==> src/rtl/pipe_hazard_ctrl.sv <==
// Hazard/sequencing controller around the ID/EX register: load-use stall, redirect flush,
// registered ALU forwarding selects and halt drain. Define PIPE_PERF_CNT_EN for stall/flush counters.
module pipe_hazard_ctrl #(
  parameter int unsigned REG_AW = 5,
  parameter int unsigned CNT_W  = 32
) (
  input  logic              clk,
  input  logic              rst,
  input  logic              id_valid,
  input  logic [REG_AW-1:0] id_rs,
  input  logic [REG_AW-1:0] id_rt,
  input  logic              id_use_rs,
  input  logic              id_use_rt,
  input  logic [REG_AW-1:0] id_rw,
  input  logic              id_regwrite,
  input  logic              id_load,
  input  logic              id_halt,
  input  logic              ex_redirect,
  output logic              pc_en,
  output logic              ifid_en,
  output logic              ifid_flush,
  output logic              idex_flush,
  output logic [1:0]        fwd_a,
  output logic [1:0]        fwd_b,
  output logic              halted,
  output logic [CNT_W-1:0]  stall_cnt,
  output logic [CNT_W-1:0]  flush_cnt
);

  localparam int unsigned FWD_W   = 2;
  localparam int unsigned DRAIN_W = 2;
  localparam logic [FWD_W-1:0]   FWD_RF      = 2'b00;
  localparam logic [FWD_W-1:0]   FWD_EXMEM   = 2'b01;
  localparam logic [FWD_W-1:0]   FWD_MEMWB   = 2'b10;
  localparam logic [DRAIN_W-1:0] DRAIN_START = 2'd2;

  typedef enum logic [1:0] {RUN = 2'd0, DRAIN = 2'd1, HALTED = 2'd2} state_t;

  typedef struct packed {
    logic              v;
    logic [REG_AW-1:0] rw;
    logic              wr;
    logic              ld;
  } slot_t;

  state_t             state, state_n;
  logic [DRAIN_W-1:0] drain_cnt, drain_n;
  slot_t              ex_slot, mem_slot, wb_slot, ex_n;
  logic [FWD_W-1:0]   fwd_a_n, fwd_b_n;
  logic               hazard, redirect, halt_go, load_use, advance;
  logic               unused_wb;

  // A slot can supply r only if it really writes a non-zero register equal to r.
  function automatic logic src_hit(slot_t s, logic [REG_AW-1:0] r);
    return s.v && s.wr && (s.rw != '0) && (s.rw == r);
  endfunction

  // Nearest producer wins; a load in EX cannot forward from the ALU.
  function automatic logic [FWD_W-1:0] fwd_pick(logic used, logic [REG_AW-1:0] r,
                                                slot_t ex_s, slot_t mem_s);
    if (!used) return FWD_RF;
    if (src_hit(ex_s, r) && !ex_s.ld) return FWD_EXMEM;
    if (src_hit(mem_s, r)) return FWD_MEMWB;
    return FWD_RF;
  endfunction

  assign hazard = id_valid && ex_slot.ld &&
                  ((id_use_rs && src_hit(ex_slot, id_rs)) ||
                   (id_use_rt && src_hit(ex_slot, id_rt)));

  // WB slot only matters for drain completion; its other fields just retire.
  assign unused_wb = ^{wb_slot.rw, wb_slot.wr, wb_slot.ld};

  always_ff @(posedge clk or posedge rst) begin
    if (rst) begin
      state     <= RUN;
      drain_cnt <= '0;
      ex_slot   <= '0;
      mem_slot  <= '0;
      wb_slot   <= '0;
      fwd_a     <= FWD_RF;
      fwd_b     <= FWD_RF;
      halted    <= 1'b0;
    end else begin
      state     <= state_n;
      drain_cnt <= drain_n;
      ex_slot   <= ex_n;
      mem_slot  <= ex_slot;
      wb_slot   <= mem_slot;
      fwd_a     <= fwd_a_n;
      fwd_b     <= fwd_b_n;
      halted    <= (state_n == HALTED);
    end
  end

  always_comb begin
    state_n    = state;
    drain_n    = drain_cnt;
    redirect   = 1'b0;
    halt_go    = 1'b0;
    load_use   = 1'b0;
    advance    = 1'b0;
    pc_en      = 1'b0;
    ifid_en    = 1'b0;
    ifid_flush = 1'b0;
    idex_flush = 1'b1;
    ex_n       = '0;
    fwd_a_n    = FWD_RF;
    fwd_b_n    = FWD_RF;

    unique case (state)
      RUN: begin
        // Redirect outranks halt and load-use; halt outranks load-use.
        redirect   = ex_redirect;
        halt_go    = !ex_redirect && id_valid && id_halt;
        load_use   = !ex_redirect && !halt_go && hazard;
        advance    = !(redirect || halt_go || load_use);
        pc_en      = !(halt_go || load_use);
        ifid_en    = !(halt_go || load_use);
        ifid_flush = redirect;
        idex_flush = !advance;
        if (halt_go) begin
          state_n = DRAIN;
          drain_n = DRAIN_START;
        end
      end
      DRAIN: begin
        if ((drain_cnt == '0) && !mem_slot.v && !wb_slot.v) begin
          state_n = HALTED;
        end else if (drain_cnt != '0) begin
          drain_n = drain_cnt - DRAIN_W'(1);
        end
      end
      HALTED: begin
        state_n = HALTED;
      end
      default: begin
        state_n = RUN;
      end
    endcase

    if (advance) begin
      ex_n = '{v: id_valid, rw: id_rw, wr: id_regwrite, ld: id_load};
      if (id_valid) begin
        fwd_a_n = fwd_pick(id_use_rs, id_rs, ex_slot, mem_slot);
        fwd_b_n = fwd_pick(id_use_rt, id_rt, ex_slot, mem_slot);
      end
    end
  end

`ifdef PIPE_PERF_CNT_EN
  logic [CNT_W-1:0] stall_q, flush_q;

  // Counters only move in RUN, so they hold still once halted.
  always_ff @(posedge clk or posedge rst) begin
    if (rst) begin
      stall_q <= '0;
      flush_q <= '0;
    end else begin
      stall_q <= stall_q + CNT_W'(load_use);
      flush_q <= flush_q + CNT_W'(redirect);
    end
  end

  assign stall_cnt = stall_q;
  assign flush_cnt = flush_q;
`else
  assign stall_cnt = '0;
  assign flush_cnt = '0;
`endif

endmodule

==> config.mk <==
export PLATFORM = sky130hd
export DESIGN_NAME = pipe_hazard_ctrl
export DESIGN_NICKNAME = d
export VERILOG_FILES = /design/src/rtl/pipe_hazard_ctrl.sv
export SDC_FILE = /design/constraint.sdc
export NUM_CORES = 1
export LEC_CHECK = 0
export ABC_AREA = 0
export CORE_MARGIN = 3
export CORE_UTILIZATION = 39
export DETAILED_ROUTE_END_ITERATION = 8
export PLACE_DENSITY = 0.84
export SYNTH_ARGS = -nofsm -noshare
export SYNTH_HDL_FRONTEND = slang
export SYNTH_SLANG_ARGS = --single-unit
==> constraint.sdc <==
create_clock -name clk -period 3.04 [get_ports clk]
set_input_delay 0.608 -clock clk [delete_from_list [all_inputs] [get_ports clk]]
set_output_delay 0.608 -clock clk [all_outputs]
set_load 0.02 [all_outputs]
==> results.sh <==
export IMPL_max_stage_delay_ns=0.45
export IMPL_p_per_area_mw_per_mm2=536
export IMPL_finalSetupViolations=0
export IMPL_fmax_ghz=0.340
export IMPL_hold_start="ex_slot[7]$_DFF_PP0_"
export IMPL_tightest_slew_ns=0.946
export IMPL_r2r_start="ex_slot[2]$_DFF_PP0_"
export IMPL_synth_cell_types=35
export IMPL_port_buffers=32
export IMPL_total_power_w=0.00111
export IMPL_firstDrtPassIters=4
export IMPL_drc_errors=0
export IMPL_dp_hpwl_mm=2.53
export IMPL_p_leak_nw=1.08
export IMPL_synth_main_ff_cell="dfrtp_1"
export IMPL_design_core_area_sq_mm=0.00412
export IMPL_rsz0062_at_grt="no"
export IMPL_drt_iter0_drc=27
export IMPL_htree_levels=1
export IMPL_clock_sinks=25
export IMPL_fp_dieH_um=72.4
export IMPL_crit_path_top_delay_cell="clkdlybuf4s50_1"
export IMPL_grt_max_degree=26
export IMPL_insertedDiodeCount=0
export IMPL_clock_skew_ns=0.00440
export IMPL_maxCapViolations=0
export IMPL_dieWidth_um=72.4
export IMPL_place_ws_ns=-0.457
export IMPL_ant_nets=0
export IMPL_status="finished clean"
export IMPL_slew_viol_final=0
export IMPL_critPathLaunch="id_rs[3]"
export IMPL_ctsLongestPathBuffers=2
export IMPL_dieArea_sq_mm=0.00524
export IMPL_synth_top_family_by_area="buffers and inverters"
export IMPL_via_count=1144
export IMPL_timing_critical_path_buf_inv=3
export IMPL_cts_root_buf="clkbuf_8"
export IMPL_netlist_area_leader_share_pct=36.4
export IMPL_cts_tree="built"
export IMPL_synthSimpleGateAreaFrac_pct=18.0
export IMPL_grt_overflow=0
export IMPL_tritoncts_num_buffers=3
export IMPL_path_clk_slew_ns=0.08
export IMPL_syn_area_sq_mm=0.00172
export IMPL_synthArstFlopShare_pct=100
export IMPL_hold_buffers=0
export IMPL_critPathMaxFanout=3
export IMPL_gp_congestion=0.875
export IMPL_synth_cells=173
export IMPL_min_period_ns=2.94
export IMPL_grt_pass1_vias=1003
export IMPL_syn_to_final_growth_pct=20.4
export IMPL_synth_compound_area_share_pct=5.68
export IMPL_num_io_pins=97
export IMPL_clkLatencyLatePin_ns=0.27
export IMPL_ys_seq_area_share_pct=36.4
export IMPL_setup_worst_path_start_class="primary input"
export IMPL_synth_xor_area_share_pct=9.68
export IMPL_peakVddDrop_uv=238
export IMPL_cpLargestDelayFamily="buffers and inverters"
export IMPL_holdWs_ns=0.387
export IMPL_ys_ff_latch=25
export IMPL_final_setup_worst_slack_ns=0.102
export IMPL_start_util_pct=41.8
export IMPL_synthAdderAreaFrac_pct=0.728
export IMPL_place_inst=273
export IMPL_syn_avg_cell_area_sq_um=9.94
export IMPL_yosys_warnings=0
export IMPL_worstPathArrival_ns=2.33
export IMPL_fin_cells=279
export IMPL_drive_gt1_share_pct=16.6
export IMPL_path_cells="clkdlybuf4s50_1 > xor2_1 > or3_4 > nor4_2 > buf_4 > nor2_1 > a21o_1 > buf_2"
export IMPL_wirelength_mm=3.11
export IMPL_finalCritPeriodShare_pct=96.7
export IMPL_synth_edf_count=0
export IMPL_postLayoutCoreUtil_pct=50.3
export IMPL_crit_type="primary input to output port"
export IMPL_crit_path_end_kind="output port"
export IMPL_rows=23
export IMPL_hold_class="flop to flop"
export IMPL_synthTopCellsByCount="65 x buf_4, 25 x dfrtp_1, 15 x xor2_1, 10 x and2_1"
export IMPL_synthMuxAreaShare_pct=0
export IMPL_grt_use_total_pct=11.2
export IMPL_yosysTopAreaCell="dfrtp_1"
export IMPL_nets=255
export IMPL_wl_per_cell_um=11.2
export IMPL_antenna_found_initial=0
export IMPL_yosysMostFrequentCell="buf_4"
export IMPL_crit_required_ns=2.43
export IMPL_drt_vias_per_instance=4.10
export IMPL_relSlewSlack_pct=36.8
export IMPL_hold_violations=0
export IMPL_grt_pass1_wl_mm=4.46
export IMPL_ys_top_cells_by_area="dfrtp_1 36%, buf_4 28%, xor2_1 7.6%, and2_1 3.6%, xnor2_1 2.0%"
## logic make-up after synthesis
family | after synthesis
DFF | 25
AOI/OAI and AO/OA | 13
and+or+nand+nor | 45
adders and majority gates | 1
other | 1
buffers and inverters | 69
xor gates and xnor gates | 19
## cell usage in the layout, fill, tap and decap left out, types with 2 or more instances in the layout
cell type,synthesis,layout
nor2_1,6,6
inv_1,4,4
nand2_1,6,6
xor2_1,15,14
o21ai_0,3,3
and2_1,10,10
nor4_1,5,4
clkdlybuf4s50_1,0,26
and3_1,2,2
nand2b_1,2,2
buf_2,0,2
xnor2_1,4,4
buf_4,65,23
nand3_1,3,3
conb_1,1,64
a21oi_1,2,2
dfrtp_1,25,25
dlymetal6s2s_1,0,3
nor4_2,1,2
clkbuf_8,0,3
## sequential cells by signal (all words and copies together), names as in the netlist
register   cells
state          2
fwd_b          2
mem_slot       7
wb_slot        1
ex_slot        8
fwd_a          2
drain_cnt      2
halted         1
## final timing paths
check	to	slack (ns)	cells after the start
max	ifid_en	0.10	8
min	mem_slot[7]$_DFF_PP0_	0.39	0
max reg2reg	ex_slot[3]$_DFF_PP0_	1.06	7
min reg2reg	mem_slot[7]$_DFF_PP0_	0.39	0
max in group asynchronous	mem_slot[6]$_DFF_PP0_	1.61	2
min in group asynchronous	drain_cnt[1]$_DFFE_PP0P_	0.85	2
## final cells by class
class | count | area (sq um)
fill | 394 | 2050
multi-input combinational | 142 | 841
sequential | 25 | 626
timing repair buffer | 54 | 480
tap | 50 | 62.6
clock buffer | 4 | 45.0
inverter | 4 | 15.0
## worst reg2reg max path, delay by kind of cell (launching register included)
kind / cells / cell delay [ns]
buffers and inverters: 2 / 0.33
flip-flops: 1 / 0.44
AND/OR/NAND/NOR: 5 / 1.16
## metal layers
layer	part of all wire, %	up-vias	track usage (%)
met5	0	-	0
met4	2.4	0	6.35
met3	10	9	3.88
met2	50	60	19.1
met1	38	521	12.0
li1	-	554	-
## metrics by stage
step,setup TNS [ns],area (sq um)
after detailed placement,-1.31,2000
after global placement,-1.18,2000
after global routing,0,2070
final,0,2070
after floorplan,0,1960
after CTS,0,2040
## timing repair
action | CTS | global route
hold endpoints to repair | 0 | 0
gates resized for setup | 11 | 7
pin swaps | 1 | 1
endpoints found under the setup margin | 3 | 3
setup buffers | 1 | 1
## power by group
part	total, W	switching, W	internal (W)
Clock	0.000194	0.000100	0.0000937
Combinational	0.000464	0.000267	0.000197
Sequential	0.000452	0.0000578	0.000394
Total	0.00111	0.000425	0.000685
Note: power is estimated with default switching activity, not from simulation.
==> variant (same flow settings) <==
Re-encode `state_t` (3 states) as one-hot, 3 bits wide.
--- a/src/rtl/pipe_hazard_ctrl.sv
+++ b/src/rtl/pipe_hazard_ctrl.sv
@@ -34,7 +34,7 @@
   localparam logic [FWD_W-1:0]   FWD_MEMWB   = 2'b10;
   localparam logic [DRAIN_W-1:0] DRAIN_START = 2'd2;
 
-  typedef enum logic [1:0] {RUN = 2'd0, DRAIN = 2'd1, HALTED = 2'd2} state_t;
+  typedef enum logic [2:0] {RUN = 3'b001, DRAIN = 3'b010, HALTED = 3'b100} state_t;
 
   typedef struct packed {
     logic              v;
Formal check against the unedited RTL: no difference found for any inputs over 10 cycles, from zero or initial values and one cycle with rst high; not proved beyond that.
==> variant against the unedited design <==
  * Sequential cell count up 1
  * Area after synthesis up 1.7%
  * Setup slack better by 78 ps
  * Critical path type unchanged
  * Global-route usage up 0.18 points
  * Maximum frequency up 2.7%
  * Synthesized cell count up 3.5%
  * Wire length up 0.26%
  * Critical path depth down 1
  * Design area down 1.7%
  * Via count up 2.2%
Power is not compared: it rests on default switching activity, and its combinational part moved more than twofold at a synthesized area within 25%.
==> variant: results (changes against the unedited design) <==
Crit path arrival time 2250 ps (was 2330 ps); DP Area 1980 um^2 (was 2000 um^2); initial antenna violation count 0 (unchanged); status finished, final reports clean (unchanged); worst hold path class register to register (unchanged); Global Route Usage Sum 11.4% (was 11.2%); sequential share of the synthesized area 37.3% (was 36.4%); final clock skew 3.79 ps (was 4.40 ps); Skew-Pair Late Insertion Delay 270 ps (about the same); WL final 3120 um (was 3110 um); PortBufs 32 (unchanged); post-DP HPWL 2560 um (was 2530 um); top post-synthesis cells by area dfrtp_1, buf_4, xor2_1, nor3b_1, nand2_1 (was dfrtp_1, buf_4, xor2_1, and2_1, xnor2_1); Max FO, Critical Path 3 (unchanged); delay-heaviest family, CP buffers and inverters (unchanged); root buffer cell clkbuf_8 (unchanged); Peak VDD IR 138 uV; vias in the first global route 1,023 (was 1,003); Synth async-reset ratio 100% (unchanged); crit-path max cell delay 430 ps (was 450 ps); Post-Synthesis Cells 179 (was 173); CTS clk-pin slew, worst paths 80 ps (about the same); pin count of the biggest net entering global routing 27 (was 26); CTS Buf Count 3 (unchanged); placer congestion estimate 0.857 (was 0.875); H-tree depth 1 (unchanged); via/cell ratio 4.24 (was 4.10); Synth warnings 0 (unchanged); share of layout cells above drive strength 1 11.1% (was 16.6%); post-placement setup slack -216 ps (was -457 ps); Most used DFF post-synth dfrtp_1 (unchanged); Iter 0 DRT Violations 63 (was 27); Netlist cell types 37 (was 35); Vias 1,169 (was 1,144); Cell Count Post-Placement 272 (was 273); critical path's slowest cell clkdlybuf4s50_1 (unchanged); Leakage 0.00103 uW; nets 252 (was 255); Max clock buf depth 2 (unchanged); list of most frequent post-synthesis cells buf_4, dfrtp_1, xor2_1 (unchanged); first-pass GRT wire length 4610 um (was 4460 um); DR pass1 iterations 4 (unchanged); top flop regs ex_slot x8, mem_slot x7, state x3 (was ex_slot x8, mem_slot x7); ant diodes 0 (unchanged)
-- variant: area by class of cell --
cell class / instances / area, um^2
clock buffer: 4 / 45.0
fill: 393 / 2140
inverter: 4 / 15.0
multi-input combinational: 147 / 846
sequential: 26 / 652
tap: 50 / 62.6
timing repair buffer: 45 / 414
-- variant: report_power, final --
group          internal, uW  switching (uW)  total (uW)
clock                  93.8             103         197
combinational          43.8            96.8         141
sequential              346               0         346
total                   483             200         683
-- variant: routing by layer --
layer  track usage (%)  up-vias  share of wire, %
met4              5.53        0               1.6
met3              2.75        4               8.8
met1              14.2      540                41
met5                 0        -                 0
li1                  -      563                 -
met2              18.3       62                48
-- variant: logic make-up after synthesis --
| kind of cell | Yosys count | share of synthesized area, % |
|---|---|---|
| AOI/OAI and AO/OA | 17 | 7.73 |
| xor gates and xnor gates | 21 | 10.5 |
| adders and majority gates | 1 | 0.715 |
| buffers and inverters | 69 | 28.8 |
| DFF | 26 | 37.3 |
| other | 1 | 0.214 |
| and+or+nand+nor | 44 | 14.8 |
-- variant: what timing repair did --
action | CTS | global route
buffers inserted | 0 | 0
pin swaps | 2 | 1
setup endpoints to repair | 3 | 3
gates resized for setup | 4 | 2
endpoints found under the hold margin | 0 | 0
cloned | 0 | 0
-- variant: worst paths after layout --
| check | slack, ps | depth (start not counted) | start | to |
|---|---|---|---|---|
| worst max-delay path | 180 | 7 | id_rt[2] | idex_flush |
| max in group asynchronous | 2060 | 3 | rst | state[0] |
| worst min register to register | 410 | 0 | ex_slot[7] | mem_slot[7] |
| worst min-delay path | 410 | 0 | ex_slot[7] | mem_slot[7] |
| min in group asynchronous | 690 | 3 | rst | mem_slot[4] |
| worst max register to register | 1090 | 4 | state[0] | fwd_a[1] |
